==> config.mk <==
export PLATFORM = sky130hd
export DESIGN_NAME = button_event
export DESIGN_NICKNAME = d
export VERILOG_FILES = /design/src/rtl/button_event.sv
export SDC_FILE = /design/constraint.sdc
export NUM_CORES = 1
export LEC_CHECK = 0
export ABC_CLOCK_PERIOD_IN_PS = 3800
export CAP_MARGIN = 30
export CORE_UTILIZATION = 50
export CTS_BUF_LIST = sky130_fd_sc_hd__clkbuf_4 sky130_fd_sc_hd__clkbuf_8
export CTS_CLUSTER_SIZE = 28
export DETAILED_ROUTE_END_ITERATION = 16
export MAX_ROUTING_LAYER = met4
export PLACE_DENSITY = 0.72
export SLEW_MARGIN = 20
export SYNTH_ARGS = -nofsm -noshare
export SYNTH_HDL_FRONTEND = slang
export SYNTH_SLANG_ARGS = --single-unit
export TNS_END_PERCENT = 5
==> constraint.sdc <==
create_clock -name clk_1KHz_i -period 3.8 [get_ports clk_1KHz_i]
set_input_delay 1.14 -clock clk_1KHz_i [delete_from_list [all_inputs] [get_ports clk_1KHz_i]]
set_output_delay 1.14 -clock clk_1KHz_i [all_outputs]
set_load 0.01 [all_outputs]
==> src/rtl/button_event.sv <==
// Turns a debounced button level into one-shot press/release/long-press/repeat strobes plus a held level.
// All outputs registered; events appear on the sampling edge itself. No backpressure: strobes are fire-and-forget.
module button_event #(
    parameter int LONG_MS   = 500,
    parameter int REPEAT_MS = 100,
    parameter int CNT_W     = 10
) (
    input  logic clk_1KHz_i,
    input  logic rst_n_i,
    input  logic debounced_i,
    output logic press_o,
    output logic release_o,
    output logic long_press_o,
    output logic repeat_tick_o,
    output logic held_o
);

    typedef enum logic [1:0] {
        IDLE   = 2'd0,
        HOLD   = 2'd1,
        REPEAT = 2'd2
    } state_t;

    localparam logic [CNT_W-1:0] LONG_C   = CNT_W'(LONG_MS);
    localparam logic [CNT_W-1:0] REPEAT_C = CNT_W'(REPEAT_MS);
    localparam logic [CNT_W-1:0] ONE_C    = CNT_W'(1);

    state_t           state_q;
    logic             d_q;
    logic [CNT_W-1:0] cnt_q;
    logic [CNT_W-1:0] cnt_d;

    assign cnt_d = cnt_q + ONE_C;

    always_ff @(posedge clk_1KHz_i or negedge rst_n_i) begin
        if (!rst_n_i) begin
            state_q       <= IDLE;
            d_q           <= 1'b0;
            cnt_q         <= '0;
            press_o       <= 1'b0;
            release_o     <= 1'b0;
            long_press_o  <= 1'b0;
            repeat_tick_o <= 1'b0;
            held_o        <= 1'b0;
        end else begin
            d_q           <= debounced_i;
            press_o       <= 1'b0;
            release_o     <= 1'b0;
            long_press_o  <= 1'b0;
            repeat_tick_o <= 1'b0;
            case (state_q)
                IDLE: begin
                    if (debounced_i && !d_q) begin
                        press_o <= 1'b1;
                        held_o  <= 1'b1;
                        cnt_q   <= ONE_C;
                        state_q <= HOLD;
                    end
                end
                HOLD: begin
                    // Release is checked first so it always wins over a timer event.
                    if (!debounced_i) begin
                        release_o <= 1'b1;
                        held_o    <= 1'b0;
                        cnt_q     <= '0;
                        state_q   <= IDLE;
                    end else if (cnt_q == LONG_C) begin
                        long_press_o <= 1'b1;
                        cnt_q        <= ONE_C;
                        state_q      <= REPEAT;
                    end else begin
                        cnt_q <= cnt_d;
                    end
                end
                REPEAT: begin
                    if (!debounced_i) begin
                        release_o <= 1'b1;
                        held_o    <= 1'b0;
                        cnt_q     <= '0;
                        state_q   <= IDLE;
                    end else if (cnt_q == REPEAT_C) begin
                        repeat_tick_o <= 1'b1;
                        cnt_q         <= ONE_C;
                    end else begin
                        cnt_q <= cnt_d;
                    end
                end
                default: begin
                    state_q <= IDLE;
                    cnt_q   <= '0;
                    held_o  <= 1'b0;
                end
            endcase
        end
    end

endmodule

### Yosys cells after proc, flatten, opt, wreduce, memory -nomap -nowiden

Index checks and enable logic that the tools add are counted.

* $add $sub $neg: 1
* multiply operators: 0
* divide/modulo/power cells: 0
* order comparisons: 0
* eq/ne operators: 8
* shift-type cells: 0
* multiplexer cells: 24
* bitwise gates (word level): 0
* reduce and logical (&&, ||, !) cells: 6

Operators by type and width (number)
* $mux 10: 5
* $pmux 10 s3: 1
* $mux 1: 12
* $add 10x1->10 const B: 1
* $eq 10x7->1 const B: 1
* $eq 10x9->1 const B: 1
* $mux 2: 4
* $ne 2x2->1 const B: 3
* $pmux 2 s3: 1
* $ne 3x3->1 const B: 1
* $reduce_and 3->1: 1
* $eq 2x1->1 const B: 1
* $eq 2x2->1 const B: 1
* $logic_not 2->1: 1
* $pmux 1 s2: 1
* $reduce_and 2->1: 1
* $reduce_or 2->1: 1
* $logic_and 1x1->1: 1
* $logic_not 1->1: 1

* bits in registers: 18
* latch bits: 0
* memory bits (writable): 0
* ROM bits: 0
* output and inout port bits: 5
* logic and storage cells: 47
* memories: 0

### Logic depth before layout (Yosys ltp)

* word-level depth: 4
* gate-level depth with buffers: 7
* mapped depth without buffers: 7

### Worst setup path after synthesis

No wires, ideal clock.

* path kind: input port to flip-flop
* start point: in debounced_i
* end point: reg cnt_q[7]
* library setup time: 0.121 ns
* data arrival time: 1.892 ns
* required time: 3.679 ns
* path slack: 1.788 ns
* stages: 5
* cells stage by stage: nand2_1 -> o21bai_1 -> a31o_2 -> o21ai_1 -> a22o_1

* cells in the longest elaborated chain, start to end: 2
* elaborated cells between the ends (all ways): 5
* classes of those cells: eq/ne (1); mux (3); reduce/logical (1)

RTL lines
* from (decl): RTL line 10 `input logic debounced_i,`
* $mux 10, or another cell as far along: RTL line 76 `if (!debounced_i) begin`
* $pmux 10 s3 or $ne 2x2->1 (tied branches)
* to (signal assigned): RTL line 72 `cnt_q <= cnt_d;`
* to (signal assigned): RTL line 85 `cnt_q <= cnt_d;`
* to (decl): RTL line 30 `logic [CNT_W-1:0] cnt_q;`

Parallel ways exist; a longest one is shown, timed or not.
A chain may end at the register's enable or synchronous reset.

### Worst setup path in the final report

* start point: in debounced_i
* end point: reg cnt_q[3]

The elaborated chain is that of the path after synthesis.

==> impl_summary.txt <==
----------------------------------------------------
[Worst setup path]
  Worst path max stage delay ... 600 ps
  FF-to-FF End ... cnt_q[7]
  Startpoint types ... input port
  Reg2reg start ... state_q[0]
  Critical-path cell with the highest stage delay ... sky130_fd_sc_hd__clkdlybuf4s50_1
  Count of buffer and inverter cells on the critical path ... 1
  Crit-path leading delay family ... compound AO/OA/AOI/OAI gates
  Crit path DAT ... between 2000 and 3000 ps
  Length in cells of the worst reg-to-reg path ... 7
  Kind of end point of the critical path ... flip-flop
  Required arrival time at the worst endpoint ... 4030 ps
  Worst setup slack for register-to-register paths ... roughly 2000 ps
  Crit-path cells ... clkdlybuf4s50_1 -> nand2_1 -> o21bai_1 -> a31o_2 -> nor2_2 -> a22o_1
  Largest fanout of any net on the critical path ... 8
  Type of the setup path with the least slack ... in -> reg

[Timing]
  Layout Skew ... 1.25 ps
  Final hold vios ... 0
  Top achievable clock speed ... 402 MHz
  Unrepaired setup endpoints after global routing ... false
  Endpoints failing setup ... 0
  Clock period minus final worst setup slack ... 2490 ps
  Number of max-slew violations in the final report ... 0
  Worst-Margin Slew ... roughly 780 ps
  Max-Slew Margin vs Limit ... between 40% and 50%
  Setup slack of the critical path after layout ... 1310 ps
  Final Cycle Share ... 65.5%
  Setup_tns ... 0 ps

[Min path]
  Worst Hold Endpoint ... held_o
  Start point of the worst min-delay path ... held_o
  Hold crit path type ... reg -> reg
  Worst hold stages ... 1

[Detailed routing]
  Number of nets still failing antenna checks after routing ... 0
  Vias/cell ... around 5.6
  Sum of routed wire length over all layers ... 1810 um
  First drt pass iteration count ... 4
  DRC violations left ... 0
  Count of vias placed by the detailed router ... around 800
  Initial drt markers ... 21
  Average wire length per cell after detail routing ... 13.0 um

[Place]
  GP Congestion ... 0.833
  Worst slack after detailed placement ... 1020 ps
  Input/output buffers ... 7
  HPWL Detailed ... 1330 um

[Floorplanning]
  Die width ... 46.7 um
  Initial core utilization ... 55.6%
  Std cell rows ... 15
  Die height ... about 47 um
  Total Die Area ... 2180 um2
  Number of placed I/O pins ... 8
  Core area ... 1800 um2

[Clocking]
  Number of buffers inserted during clock tree synthesis ... 3
  Maximum level of the CTS H-tree ... 1
  Number of buffers added for setup after CTS ... 0
  Clock Root Buffer ... sky130_fd_sc_hd__clkbuf_4
  Max clock buf depth ... 2
  CTS Hold Bufs ... 0
  Worst skew pair latency ... 290 ps
  Resize count post-CTS ... 0
  CTS sink count ... 18
  Clock-pin slew reported for the worst setup and hold paths after clock tree synthesis ... 90 ps
  Clock tree from TritonCTS ... yes

[Pwr]
  Leak pwr ... roughly 0.47 nW
  Sw Share ... 35.5%
  Total power ... 535 uW
  Net Switching ... 190 uW
  Power share of the sequential group ... about 45%
  Clock share of power ... between 10% and 20%
  Internal cell power ... 345 uW
  Combinational share of power ... 38.2%
  Power per standard cell area ... 475 nW/um2
  Peak supply drop ... approximately 0.00025 V

[Synthesis]
  Cell area after technology mapping ... 1000 um2
  Post-synthesis sequential element count ... 18
  Count of flip-flops with a built-in enable after synthesis ... 0
  Top cell type's share of synthesized area ... 45.0%
  Post-Syn Instances ... 104
  Predominant post-synthesis flop cell ... sky130_fd_sc_hd__dfrtp_1
  Proportion of register bits with asynchronous set or reset after synthesis ... 100%
  Mapped Nets ... 113
  Leading area contributor after synthesis ... sky130_fd_sc_hd__dfrtp_1
  Area contributors post-synth ... sky130_fd_sc_hd__dfrtp_1 (45%), sky130_fd_sc_hd__ha_1 (7.5%), sky130_fd_sc_hd__a22o_1 (5.2%)
  Average footprint of a synthesized cell ... 9.62 um2
  Register area share after synthesis ... ~45%
  Yosys warning total ... 0
  Netlist cell types ... 34

[Cells and area]
  Antenna cell count ... 0
  Share of layout cells above drive strength 1 ... 9.65%
  Area growth from synthesis to layout ... 12.6%
  Layout Nets ... 125
  Finished Core Util ... 62.6%

[Global routing]
  Wire length of the first global-routing pass ... 3050 um
  Overall fraction of global-route tracks in use ... 21.2%
  Largest net degree at the start of global routing ... 19
  Overflow after GRT ... 0
  Vias in the first global route ... 692
  Initial antenna violation count ... 0

[Outcome]
  Result of the run ... complete, no violations

[Job]
  Max-capacitance violation count ... 0

----------------------------------------------------
-- power by group through the flow --
stage	clock network, mW	logic (mW)	registers, mW
after global routing	0.106	0.229	0.243
after detailed placement	0	0.203	0.244
final	0.0916	0.204	0.239
after CTS	0.0980	0.205	0.240
after floorplan	0	0.142	0.243
after global placement	0	0.203	0.243
-- routing by layer --
| metal | vias to the layer above | share of wire (%) | global-route usage, % |
|---|---|---|---|
| met5 | - | 0 | - |
| met4 | 0 | 1.6 | 10.3 |
| met3 | 6 | 3.0 | 4.62 |
| met2 | 14 | 42 | 28.3 |
| met1 | 376 | 53 | 30.0 |
| li1 | 389 | - | - |
-- worst max-delay path by stage --
stage,cells past startpoint,slack [ps],endpoint,start
after CTS,6,1320,cnt_q[3],debounced_i
after detailed placement,6,1020,cnt_q[2],debounced_i
after global placement,6,1030,cnt_q[2],debounced_i
after global routing,6,1200,cnt_q[3],debounced_i
after floorplan,5,1790,cnt_q[7],debounced_i
final,6,1310,cnt_q[3],debounced_i
-- cell usage in the layout, fill, tap and decap left out, drive strengths merged --
cell type / count
a211oi: 1
a21o: 1
a21oi: 2
a22o: 6
a31o: 1
and2: 1
and3: 1
buf: 1
clkbuf: 3
clkdlybuf4s50: 7
dfrtp: 18
ha: 6
inv: 7
nand2: 8
nand2b: 3
nand3: 3
nand3b: 1
nand4: 1
nand4bb: 1
nor2: 11
nor2b: 3
nor3: 8
nor4: 2
o21a: 1
o21ai: 8
o21bai: 1
o22ai: 1
o311ai: 1
o31ai: 1
or3: 2
xnor2: 3
-- kinds of logic after synthesis --
family	after synthesis	synth area share (%)
adder cells (fa/ha/maj)	6	7.50
flip-flops	18	45.0
AND/OR/NAND/NOR	45	24.9
buffers and inverters	8	3.13
XOR/XNOR	3	2.63
AO/OA/AOI/OAI	24	16.9
-- worst register-to-register path: cells and delay by family, from the launching register on --
kind | cells | cell delay (ps)
AOI/OAI and AO/OA | 3 | 580
DFF | 1 | 410
and+or+nand+nor | 2 | 320
adders and majority gates | 1 | 260
buffers and inverters | 1 | 80
-- through the flow --
step / area (um2) / std cells / hold slack (ps)
6_report: 1130 / 139 / 558
5_1_grt: 1130 / 139 / 578
4_1_cts: 1130 / 139 / 567
3_5_place_dp: 1100 / 136 / 545
3_3_place_gp: 1100 / 136 / 524
2_1_floorplan: 1000 / 104 / 489
-- cells in the mapped netlist (all sizes together), types with 3 or more instances --
cell type,count
nor2,11
dfrtp,18
a22o,6
ha,6
nand3,3
nor3,8
nand2,8
inv,7
o21ai,8
nor2b,3
nand2b,3
xnor2,3
-- area by class of cell --
cell class,count,area (um2)
Inverter,7,26.3
Clock buffer,3,22.5
Tap cell,25,31.3
Fill cell,169,674
Sequential cell,18,450
Multi-Input combinational cell,78,519
Timing Repair Buffer,8,77.6
-- state kept, by name (all words and copies together), names as in the netlist --
signal	count
release_o	1
cnt_q	10
d_q	1
state_q	2
repeat_tick_o	1
press_o	1
held_o	1
long_press_o	1
Note: power is estimated with default switching activity, not from simulation.
